**src/rtl/hazard_scoreboard.sv**
```systemverilog
// hazard_scoreboard
//   Load-use / control / atomic hazard unit for a multicore MIPS pipeline.
//   It tracks in-flight load destinations for LOAD_LAT cycles after they leave
//   ID/EX and raises load-use stalls from that state. Taken branches and jumps
//   become IF/ID + ID/EX flushes. A two-state FSM freezes the pipeline across
//   LL/SC until the memory stage acknowledges, or until a forced timeout release.
//
//   Optional build macro: HAZARD_STATS_EN adds saturating event counters.
//
// Ports
//   CLK, RST            clock (rising edge), synchronous active-high reset
//   ifid_rs/rt(_used)   decode-stage source registers and their read enables
//   idex_*              ID/EX instruction attributes (valid, dest, load, atomic,
//                       branch/BEQ, jump)
//   alu_zero            ALU zero flag for the ID/EX instruction
//   dmem_ack            memory stage finished its data access
//   lw_stall            hold PC and IF/ID, bubble into ID/EX (combinational)
//   flush_ifid/idex     discard IF/ID and ID/EX this cycle (combinational)
//   atom_hold           freeze all stages except memory (registered)
//   pend_mask           valid bits of the scoreboard slots
//   stall_cnt, flush_cnt, tmo_cnt   event counters (HAZARD_STATS_EN only)
//
// FSM states
//   IDLE      | normal operation, no hold
//   ATOM_WAIT | LL/SC in flight; atom_hold high, timeout counter running

module hazard_scoreboard #(
    parameter int REGW     = 5,
    parameter int LOAD_LAT = 2,
    parameter int ATOM_TMO = 15
) (
    input  logic                CLK,
    input  logic                RST,
    input  logic [REGW-1:0]     ifid_rs,
    input  logic [REGW-1:0]     ifid_rt,
    input  logic                ifid_rs_used,
    input  logic                ifid_rt_used,
    input  logic                idex_valid,
    input  logic [REGW-1:0]     idex_wsel,
    input  logic                idex_dren,
    input  logic                idex_datomic,
    input  logic                idex_branch,
    input  logic                idex_beq,
    input  logic                alu_zero,
    input  logic                idex_jump,
    input  logic                dmem_ack,
    output logic                lw_stall,
    output logic                flush_ifid,
    output logic                flush_idex,
    output logic                atom_hold,
    output logic [LOAD_LAT-1:0] pend_mask
`ifdef HAZARD_STATS_EN
    ,
    output logic [31:0]         stall_cnt,
    output logic [31:0]         flush_cnt,
    output logic [15:0]         tmo_cnt
`endif
);

    localparam int CNTW = $clog2(ATOM_TMO + 1);

    typedef enum logic {
        IDLE,
        ATOM_WAIT
    } state_t;

    state_t              state;
    logic [CNTW-1:0]     tmo;
    logic [LOAD_LAT-1:0] slot_v;
    logic [REGW-1:0]     slot_w [LOAD_LAT];

    logic taken;
    logic idex_ld;
    logic hazard;
    logic atom_enter;
    logic tmo_hit;

    // Register 0 is hardwired to zero, so a source of 0 never creates a hazard.
    function automatic logic src_hit(input logic [REGW-1:0] w,
                                     input logic [REGW-1:0] rs,
                                     input logic            rs_u,
                                     input logic [REGW-1:0] rt,
                                     input logic            rt_u);
        return (rs_u && (rs != '0) && (rs == w)) ||
               (rt_u && (rt != '0) && (rt == w));
    endfunction

    assign taken = idex_valid &
                   (idex_jump | (idex_branch & (idex_beq ? alu_zero : ~alu_zero)));

    // A load to $0 produces nothing worth waiting for.
    assign idex_ld = idex_valid & idex_dren & (idex_wsel != '0);

    // The oldest slot is only tracked for pend_mask: by then its data is
    // forwardable, so it no longer contributes to the hazard.
    always_comb begin
        hazard = 1'b0;
        if (idex_ld && src_hit(idex_wsel, ifid_rs, ifid_rs_used, ifid_rt, ifid_rt_used))
            hazard = 1'b1;
        for (int k = 0; k < LOAD_LAT - 1; k++) begin
            if (slot_v[k] && src_hit(slot_w[k], ifid_rs, ifid_rs_used, ifid_rt, ifid_rt_used))
                hazard = 1'b1;
        end
    end

    assign lw_stall   = hazard & ~taken & ~atom_hold;
    assign flush_ifid = taken;
    assign flush_idex = taken;
    assign pend_mask  = slot_v;

    assign atom_enter = idex_valid & idex_datomic & ~taken;
    assign tmo_hit    = (tmo == CNTW'(ATOM_TMO));

    // Scoreboard shift register; frozen while the atomic hold is active so the
    // hazard is re-evaluated against the same slots after release.
    always_ff @(posedge CLK) begin
        if (RST) begin
            slot_v <= '0;
            for (int i = 0; i < LOAD_LAT; i++)
                slot_w[i] <= '0;
        end else if (!atom_hold) begin
            slot_v[0] <= idex_ld;
            slot_w[0] <= idex_wsel;
            for (int i = 1; i < LOAD_LAT; i++) begin
                slot_v[i] <= slot_v[i-1];
                slot_w[i] <= slot_w[i-1];
            end
        end
    end

    // Atomic FSM. The counter stops at ATOM_TMO because that value forces the
    // exit, so it cannot wrap. An ack in the entry cycle is seen while still in
    // IDLE and therefore ignored.
    always_ff @(posedge CLK) begin
        if (RST) begin
            state     <= IDLE;
            atom_hold <= 1'b0;
            tmo       <= '0;
        end else begin
            case (state)
                IDLE: begin
                    if (atom_enter) begin
                        state     <= ATOM_WAIT;
                        atom_hold <= 1'b1;
                        tmo       <= '0;
                    end
                end
                ATOM_WAIT: begin
                    if (dmem_ack || tmo_hit) begin
                        state     <= IDLE;
                        atom_hold <= 1'b0;
                    end else begin
                        tmo <= tmo + 1'b1;
                    end
                end
                default: begin
                    state     <= IDLE;
                    atom_hold <= 1'b0;
                end
            endcase
        end
    end

`ifdef HAZARD_STATS_EN
    logic tmo_forced;

    // An ack arriving on the last allowed cycle counts as a normal completion.
    assign tmo_forced = (state == ATOM_WAIT) & tmo_hit & ~dmem_ack;

    always_ff @(posedge CLK) begin
        if (RST) begin
            stall_cnt <= '0;
            flush_cnt <= '0;
            tmo_cnt   <= '0;
        end else begin
            if (lw_stall && (stall_cnt != '1))
                stall_cnt <= stall_cnt + 1'b1;
            if (taken && (flush_cnt != '1))
                flush_cnt <= flush_cnt + 1'b1;
            if (tmo_forced && (tmo_cnt != '1))
                tmo_cnt <= tmo_cnt + 1'b1;
        end
    end
`endif

endmodule

```
**config.mk**
```make
export PLATFORM = sky130hd
export DESIGN_NAME = hazard_scoreboard
export DESIGN_NICKNAME = d
export VERILOG_FILES = /design/src/rtl/hazard_scoreboard.sv
export SDC_FILE = /design/constraint.sdc
export NUM_CORES = 1
export LEC_CHECK = 0
export BUFFER_PORTS_ARGS = -buffer_cell sky130_fd_sc_hd__buf_2
export CORE_ASPECT_RATIO = 0.7
export CORE_MARGIN = 2
export CORE_UTILIZATION = 25
export DETAILED_ROUTE_END_ITERATION = 6
export GPL_TIMING_DRIVEN = 0
export PLACE_DENSITY = 0.53
export SLEW_MARGIN = 10
export SYNTH_ARGS = -nofsm -noshare
export SYNTH_HDL_FRONTEND = slang
export SYNTH_SLANG_ARGS = --single-unit
```
**constraint.sdc**
```tcl
create_clock -name CLK -period 2.5 [get_ports CLK]
set_input_delay 0.125 -clock CLK [delete_from_list [all_inputs] [get_ports CLK]]
set_output_delay 0.125 -clock CLK [all_outputs]
set_load 0.05 [all_outputs]
```
==> flow_results.xml, run 1 <==
<?xml version="1.0" encoding="UTF-8"?>
<metrics>
  <group name="sta">
    <metric name="finalCriticalPeriod" unit="ns">1.86</metric>
    <metric name="clock_skew" unit="ns">0.00101</metric>
    <metric name="tns" unit="ns">0</metric>
    <metric name="fmaxAchievable" unit="MHz">536</metric>
    <metric name="final-setup-viol-count" unit="">0</metric>
    <metric name="grt_setup_unrepaired" unit="">false</metric>
    <metric name="report.final.slew_viol_count" unit="">0</metric>
    <metric name="finalHoldViolations" unit="">0</metric>
    <metric name="maxSlewHeadroom" unit="%">72.8</metric>
    <metric name="layout_worst_path_cycle_share" unit="%">74.6</metric>
    <metric name="worst_slew_pin_slew" unit="ns">0.408</metric>
  </group>
  <group name="logic_synthesis">
    <metric name="netlist_area" unit="µm²">853</metric>
    <metric name="ys_dominant_reg_cell" unit="">dfxtp_1</metric>
    <metric name="share_of_the_yosys_chip_area_belonging_to_registers" unit="%">36.4</metric>
    <metric name="synth-edff-count" unit="">5</metric>
    <metric name="synth_top_cells_by_area" unit="">dfxtp_1 (19%), edfxtp_1 (18%), xnor2_1 (13%)</metric>
    <metric name="ys_async_sr_fraction" unit="%">0</metric>
    <metric name="synth.top_cells.by_count" unit="">xnor2_1 (13), a21oi_1 (8), dfxtp_1 (8), nor2_1 (8), xor2_1 (8)</metric>
    <metric name="synthesis.area_per_instance" unit="µm²">9.18</metric>
    <metric name="post_synth_num_cell_types" unit="">26</metric>
    <metric name="post_synth_inst_count" unit="">93</metric>
    <metric name="synth_largest_type_area_fraction" unit="%">18.8</metric>
    <metric name="yosys.cell_count.top_type" unit="">xnor2_1</metric>
    <metric name="synth_top_cell_by_area" unit="">dfxtp_1</metric>
    <metric name="postSynthRegisterBits" unit="">13</metric>
    <metric name="synth_fp_nets" unit="">121</metric>
    <metric name="yosys_warnings" unit="">0</metric>
  </group>
  <group name="critical_path">
    <metric name="setup.worst_path.class" unit="">reg2out</metric>
    <metric name="r2r_setup_slack" unit="ns">1.05</metric>
    <metric name="critical_path.max_fanout" unit="">2</metric>
    <metric name="timing.critical_path.from_type" unit="">flop</metric>
    <metric name="crit-reg2reg-launch" unit="">tmo[0]</metric>
    <metric name="endpoint_kind" unit="">output pin</metric>
    <metric name="worstPathArrival" unit="ns">1.74</metric>
    <metric name="r2r-end" unit="">tmo[2]</metric>
    <metric name="critical_path_required" unit="ns">2.38</metric>
    <metric name="worst_r2r_path_depth" unit="">5</metric>
  </group>
  <group name="global_route">
    <metric name="grt_first_pass_wirelength" unit="µm">3340</metric>
    <metric name="busiest_layer" unit="">met2</metric>
    <metric name="track_usage" unit="%">11.7</metric>
    <metric name="antenna_found_initial" unit="">0</metric>
    <metric name="gr-total-overflow" unit="">0</metric>
    <metric name="groute.layer.met3.usage" unit="%">1.71</metric>
    <metric name="grt_pass1_vias" unit="">744</metric>
    <metric name="grt.met2_usage" unit="%">17.3</metric>
    <metric name="grt_max_degree" unit="">11</metric>
    <metric name="met1_use_gr" unit="%">16.1</metric>
  </group>
  <group name="final_layout">
    <metric name="final_cell_count_no_fill" unit="">175</metric>
    <metric name="utilization" unit="%">34.6</metric>
    <metric name="multi_input_comb_area" unit="µm²">528</metric>
    <metric name="layout.nets" unit="">157</metric>
    <metric name="fillerInstances" unit="">340</metric>
    <metric name="sequential_cell_area" unit="µm²">310</metric>
    <metric name="drive_gt1_share" unit="%">30.5</metric>
    <metric name="layout_overhead_on_the_synthesized_area" unit="%">30.4</metric>
    <metric name="antenna_cells" unit="">0</metric>
    <metric name="design_area" unit="mm²">0.00111</metric>
  </group>
  <group name="power">
    <metric name="total_leakage_power" unit="nW">0.442</metric>
    <metric name="worst_ir_drop_vdd" unit="mV">0.144</metric>
    <metric name="power.density" unit="mW/mm²">493</metric>
    <metric name="post_layout_power" unit="mW">0.549</metric>
  </group>
  <group name="detailed_routing">
    <metric name="drc" unit="">0</metric>
    <metric name="drc_marker_count_from_the_first_detailed_route_iteration" unit="">20</metric>
    <metric name="routed-via-count" unit="">775</metric>
    <metric name="detail_route.wirelength" unit="µm">2060</metric>
    <metric name="drt-vias-per-instance" unit="">4.43</metric>
    <metric name="ant_nets" unit="">0</metric>
    <metric name="drt_pass_1_iters" unit="">4</metric>
    <metric name="routedWlPerCell" unit="µm">11.8</metric>
  </group>
  <group name="clocking">
    <metric name="tritoncts" unit="">yes</metric>
    <metric name="cts_resized" unit="">0</metric>
    <metric name="clock_h_tree_levels" unit="">1</metric>
    <metric name="cts_hold_bufs" unit="">0</metric>
    <metric name="post-cts-setup-buffers" unit="">0</metric>
    <metric name="clock_tree.buffer_depth" unit="">2</metric>
    <metric name="cts_inserted_buffers" unit="">3</metric>
    <metric name="cts.reportedPaths.clkPinSlew" unit="ns">0.06</metric>
    <metric name="clock_latency" unit="ns">0.24</metric>
    <metric name="cts-root-buf" unit="">clkbuf_8</metric>
    <metric name="clock-sinks" unit="">13</metric>
  </group>
  <group name="floorplanning">
    <metric name="top_level_ports" unit="">33</metric>
    <metric name="start_util" unit="%">26.6</metric>
    <metric name="placementRows" unit="">17</metric>
    <metric name="floorplan.die.height" unit="µm">52.9</metric>
    <metric name="chipWidth" unit="µm">73.8</metric>
    <metric name="dieArea" unit="mm²">0.00390</metric>
    <metric name="placeableCoreArea" unit="mm²">0.00321</metric>
  </group>
  <group name="placement">
    <metric name="numPlacedInstances" unit="">171</metric>
    <metric name="placed_cell_area" unit="mm²">0.00107</metric>
    <metric name="gp_congestion" unit="">0.893</metric>
    <metric name="buffer_ports.inserted" unit="">31</metric>
    <metric name="dp_hpwl" unit="µm">1710</metric>
  </group>
  <group name="min_path">
    <metric name="hold-path-endpoint" unit="">tmo[2]</metric>
    <metric name="min_delay_path_depth" unit="">3</metric>
    <metric name="worst_hold_path_type" unit="">in2reg</metric>
    <metric name="start_point_of_the_worst_hold_path" unit="">dmem_ack</metric>
  </group>
  <group name="job">
    <metric name="maxCapViolCount" unit="">0</metric>
  </group>
  <group name="status">
    <metric name="status" unit="">completed</metric>
  </group>
</metrics>
## routing by layer
| metal | part of all wire [%] | vias to the layer above |
|---|---|---|
| li1 | - | 404 |
| met1 | 52 | 346 |
| met2 | 44 | 21 |
| met3 | 3.6 | 4 |
| met4 | 1.2 | 0 |
| met5 | 0 | - |
## stage by stage
stage	setup slack (ns)	hold WS (ns)
floorplan	0.303	0.306
global route	0.511	0.217
CTS	0.630	0.189
global placement	0.883	0.423
finish	0.635	0.189
detailed placement	0.881	0.440
## worst max-delay path by stage
stage / from / end / depth (start not counted)
final: slot_w[0][0] / lw_stall / 6
after global routing: slot_w[0][0] / lw_stall / 6
after CTS: slot_w[0][2] / lw_stall / 5
after detailed placement: slot_w[0][2] / lw_stall / 5
after global placement: slot_w[0][0] / lw_stall / 6
after floorplan: slot_w[0][2] / lw_stall / 4
## sequential cells by signal, summed over array words and instances (netlist names)
register and flops:
pend_mask 2, state 1, slot_w 5, atom_hold 1
tmo 4
## cell families after synthesis
group	share of synthesized area, %
simple gates	23.3
xor+xnor	21.6
compound gates	14.4
flops	36.4
buf+inv	1.76
mux	1.17
fa+ha+maj	1.47
## report_power, final
group	switching, mW	internal, mW
combinational	0.0677	0.0525
sequential	0.00955	0.231
clock	0.0760	0.113
## worst max-delay path, cell delays in order, from the launching register on
cell	delay (ns)
edfxtp_1	0.44
xnor2_1	0.19
nand3_1	0.10
nor4_1	0.20
o21ai_1	0.09
a211oi_1	0.18
buf_2	0.29
## layout make-up
| class | count | area share [%] |
|---|---|---|
| multi-input combinational | 77 | 47.5 |
| tap | 47 | 5.29 |
| buffer | 3 | 1.35 |
| clock buffer | 4 | 4.05 |
| timing repair buffer | 31 | 13.9 |
| sequential | 13 | 27.9 |
## layout by cell type, fill, tap and decap left out, drive strengths merged
| cell | count |
|---|---|
| buf | 32 |
| xnor2 | 13 |
| a21oi | 8 |
| xor2 | 8 |
| nor2 | 8 |
| dfxtp | 8 |
| nand3 | 6 |
| clkbuf | 6 |
| and2 | 5 |
| edfxtp | 5 |
| nor4 | 4 |
| nand2 | 4 |
| o21ai | 4 |
| or4 | 3 |
| nor2b | 2 |
| nand2b | 2 |
| a31oi | 2 |
| o211ai | 1 |
| o21bai | 1 |
| a211oi | 1 |
| a2111oi | 1 |
| nor4b | 1 |
| or4bb | 1 |
| mux2i | 1 |
| ha | 1 |
Power figures use the tool's default switching activity.
==> run 2: changes to the inputs <==
ABC_AREA = 1   (was default)
clock period = 1.53 ns   (was 2.5 ns; I/O delays follow)
==> flow_results.xml, run 2 <==
<?xml version="1.0" encoding="UTF-8"?>
<metrics>
  <group name="clocking">
    <metric name="cts.reportedPaths.clkPinSlew" unit="ns">0.05</metric>
    <metric name="cts_resized" unit="">2</metric>
    <metric name="tritoncts" unit="">yes</metric>
    <metric name="clock_latency" unit="ns">0.24</metric>
    <metric name="clock-sinks" unit="">13</metric>
    <metric name="cts-root-buf" unit="">clkbuf_8</metric>
    <metric name="clock_h_tree_levels" unit="">1</metric>
    <metric name="cts_hold_bufs" unit="">0</metric>
    <metric name="cts_inserted_buffers" unit="">3</metric>
    <metric name="post-cts-setup-buffers" unit="">0</metric>
    <metric name="clock_tree.buffer_depth" unit="">2</metric>
  </group>
  <group name="critical_path">
    <metric name="endpoint_kind" unit="">output pin</metric>
    <metric name="timing.critical_path.from_type" unit="">flop</metric>
    <metric name="worst_r2r_path_depth" unit="">8</metric>
    <metric name="setup.worst_path.class" unit="">reg2out</metric>
    <metric name="r2r-end" unit="">tmo[2]</metric>
    <metric name="crit-reg2reg-launch" unit="">tmo[0]</metric>
    <metric name="r2r_setup_slack" unit="ns">0.17</metric>
    <metric name="critical_path_required" unit="ns">1.45</metric>
    <metric name="worstPathArrival" unit="ns">1.50</metric>
    <metric name="critical_path.max_fanout" unit="">2</metric>
  </group>
  <group name="detailed_routing">
    <metric name="ant_nets" unit="">0</metric>
    <metric name="drt_pass_1_iters" unit="">4</metric>
    <metric name="drt-vias-per-instance" unit="">4.07</metric>
    <metric name="routed-via-count" unit="">891</metric>
    <metric name="routedWlPerCell" unit="µm">10.1</metric>
    <metric name="drc" unit="">0</metric>
    <metric name="detail_route.wirelength" unit="µm">2210</metric>
    <metric name="drc_marker_count_from_the_first_detailed_route_iteration" unit="">18</metric>
  </group>
  <group name="power">
    <metric name="power.density" unit="mW/mm²">736</metric>
    <metric name="worst_ir_drop_vdd" unit="mV">0.267</metric>
    <metric name="total_leakage_power" unit="nW">0.622</metric>
  </group>
  <group name="logic_synthesis">
    <metric name="post_synth_num_cell_types" unit="">28</metric>
    <metric name="post_synth_inst_count" unit="">133</metric>
    <metric name="synth_largest_type_area_fraction" unit="%">16.8</metric>
    <metric name="synth.top_cells.by_count" unit="">nand2_1 (28), inv_1 (19), nor2_1 (19)</metric>
    <metric name="share_of_the_yosys_chip_area_belonging_to_registers" unit="%">32.6</metric>
    <metric name="netlist_area" unit="µm²">952</metric>
    <metric name="postSynthRegisterBits" unit="">13</metric>
    <metric name="synth_top_cell_by_area" unit="">dfxtp_1</metric>
    <metric name="synth_fp_nets" unit="">161</metric>
    <metric name="yosys.cell_count.top_type" unit="">nand2_1</metric>
    <metric name="synthesis.area_per_instance" unit="µm²">7.16</metric>
    <metric name="ys_dominant_reg_cell" unit="">dfxtp_1</metric>
    <metric name="synth-edff-count" unit="">5</metric>
    <metric name="ys_async_sr_fraction" unit="%">0</metric>
    <metric name="yosys_warnings" unit="">0</metric>
    <metric name="synth_top_cells_by_area" unit="">dfxtp_1 (17%), edfxtp_1 (16%), nand2_1 (11%)</metric>
  </group>
  <group name="floorplanning">
    <metric name="floorplan.die.height" unit="µm">55.6</metric>
    <metric name="placeableCoreArea" unit="mm²">0.00358</metric>
    <metric name="chipWidth" unit="µm">77.8</metric>
    <metric name="dieArea" unit="mm²">0.00433</metric>
    <metric name="start_util" unit="%">26.6</metric>
    <metric name="placementRows" unit="">18</metric>
    <metric name="top_level_ports" unit="">33</metric>
  </group>
  <group name="min_path">
    <metric name="worst_hold_path_type" unit="">in2reg</metric>
    <metric name="hold-path-endpoint" unit="">tmo[2]</metric>
    <metric name="start_point_of_the_worst_hold_path" unit="">RST</metric>
    <metric name="min_delay_path_depth" unit="">2</metric>
  </group>
  <group name="final_layout">
    <metric name="largest-register" unit="">slot_w</metric>
    <metric name="mostFrequentLayoutCells" unit="">buf_2 (31), nand2_1 (28), inv_1 (19), nor2_1 (19), xor2_1 (11)</metric>
    <metric name="layout.nets" unit="">198</metric>
    <metric name="layout_overhead_on_the_synthesized_area" unit="%">29.2</metric>
    <metric name="drive_gt1_share" unit="%">29.0</metric>
    <metric name="antenna_cells" unit="">0</metric>
    <metric name="commonest_non_fill_non_tap_cell_in_the_layout" unit="">buf_2</metric>
    <metric name="fillerInstances" unit="">408</metric>
    <metric name="largest_register_ffs" unit="">5</metric>
  </group>
  <group name="placement">
    <metric name="dp_hpwl" unit="µm">1890</metric>
    <metric name="gp_congestion" unit="">0.801</metric>
    <metric name="buffer_ports.inserted" unit="">32</metric>
  </group>
  <group name="global_route">
    <metric name="grt_first_pass_wirelength" unit="µm">3680</metric>
    <metric name="gr-total-overflow" unit="">0</metric>
    <metric name="antenna_found_initial" unit="">0</metric>
    <metric name="grt_max_degree" unit="">8</metric>
    <metric name="grt_pass1_vias" unit="">846</metric>
    <metric name="track_usage" unit="%">10.8</metric>
  </group>
  <group name="sta">
    <metric name="finalHoldViolations" unit="">0</metric>
    <metric name="clock_skew" unit="ns">0.00162</metric>
    <metric name="worst_slew_pin_slew" unit="ns">0.299</metric>
    <metric name="fmaxAchievable" unit="MHz">632</metric>
    <metric name="layout_worst_path_cycle_share" unit="%">103</metric>
    <metric name="report.final.slew_viol_count" unit="">0</metric>
    <metric name="final-setup-viol-count" unit="">1</metric>
    <metric name="holdWs" unit="ns">0.0641</metric>
    <metric name="tns" unit="ns">-0.0513</metric>
    <metric name="grt_setup_unrepaired" unit="">true</metric>
    <metric name="worst_slack" unit="ns">-0.0513</metric>
    <metric name="maxSlewHeadroom" unit="%">80.0</metric>
    <metric name="finalCriticalPeriod" unit="ns">1.58</metric>
  </group>
  <group name="job">
    <metric name="maxCapViolCount" unit="">0</metric>
  </group>
  <group name="status">
    <metric name="status" unit="">finished with violations</metric>
    <metric name="failed_checks" unit="">negative setup slack</metric>
  </group>
</metrics>
[run 2: cell types whose count changed after synthesis, sizes merged, moves of 4 or more]
cell and delta:
a21oi -4, nor2 +11, nand2 +26, nand3 +6, xnor2 -6, inv +22, nor4 -4, and2 -5
[run 2: worst max path at each step]
stage / startpoint / endpoint / slack [ns] / cells after the start
4_1_cts: slot_w[0][0] / lw_stall / -0.09 / 8
3_3_place_gp: slot_w[0][1] / lw_stall / 0.12 / 8
5_1_grt: slot_w[0][0] / lw_stall / -0.22 / 8
3_5_place_dp: slot_w[0][0] / lw_stall / 0.11 / 8
6_report: slot_w[0][0] / lw_stall / -0.05 / 8
2_1_floorplan: slot_w[0][1] / lw_stall / 0.09 / 7
[run 2: stage by stage]
stage | worst slack [ns] | std cells | total power, mW | instance area [µm²] | utilization [%]
finish | -0.0513 | 219 | 0.905 | 1230 | 34.3
global route | -0.224 | 219 | 0.963 | 1230 | 34.3
CTS | -0.0858 | 219 | 0.925 | 1230 | 34.3
detailed placement | 0.110 | 215 | 0.620 | 1180 | 32.9
global placement | 0.119 | 215 | 0.619 | 1180 | 32.9
floorplan | 0.0931 | 133 | 0.537 | 956 | -
[run 2: report_power, final]
| group | switching (mW) | internal (mW) | leakage, nW |
|---|---|---|---|
| Clock | 0.110 | 0.183 | 0.0228 |
| Combinational | 0.129 | 0.0882 | 0.477 |
| Sequential | 0.0170 | 0.378 | 0.122 |
| Total | 0.256 | 0.650 | 0.622 |
[run 2: area by class of cell]
cell class,count,area [µm²],share of cell area (%)
Inverter,23,90.1,7.32
Multi-Input combinational cell,96,548,44.6
Timing Repair Buffer,32,166,13.5
Sequential cell,13,310,25.2
Tap cell,50,62.6,5.09
Buffer,1,7.51,0.610
Clock buffer,4,45.0,3.66
[run 2: cells by family (layout without fill, tap and decap cells)]
family	Yosys count	count (layout)	synth area share [%]
simple gates	66	66	31.4
buf+inv	24	60	10.3
xor+xnor	18	18	16.6
flops	13	13	32.6
compound gates	11	11	7.88
fa+ha+maj	1	1	1.31
[run 2: metal layers]
metal	GRT usage, %	part of all wire, %	routed length [µm]
met5	0	0	0
met4	3.06	0.86	19
met3	2.60	2.7	59
met2	17.2	46	1020
met1	14.6	50	1120
[run 2: worst max-delay path, cell delays in order (launching register included)]
cell,delay [ns]
edfxtp_1,0.43
xnor2_1,0.15
nand2_1,0.08
nor2_1,0.10
nand3_1,0.07
nand2_1,0.07
nand2_1,0.05
a21oi_2,0.14
buf_6,0.17
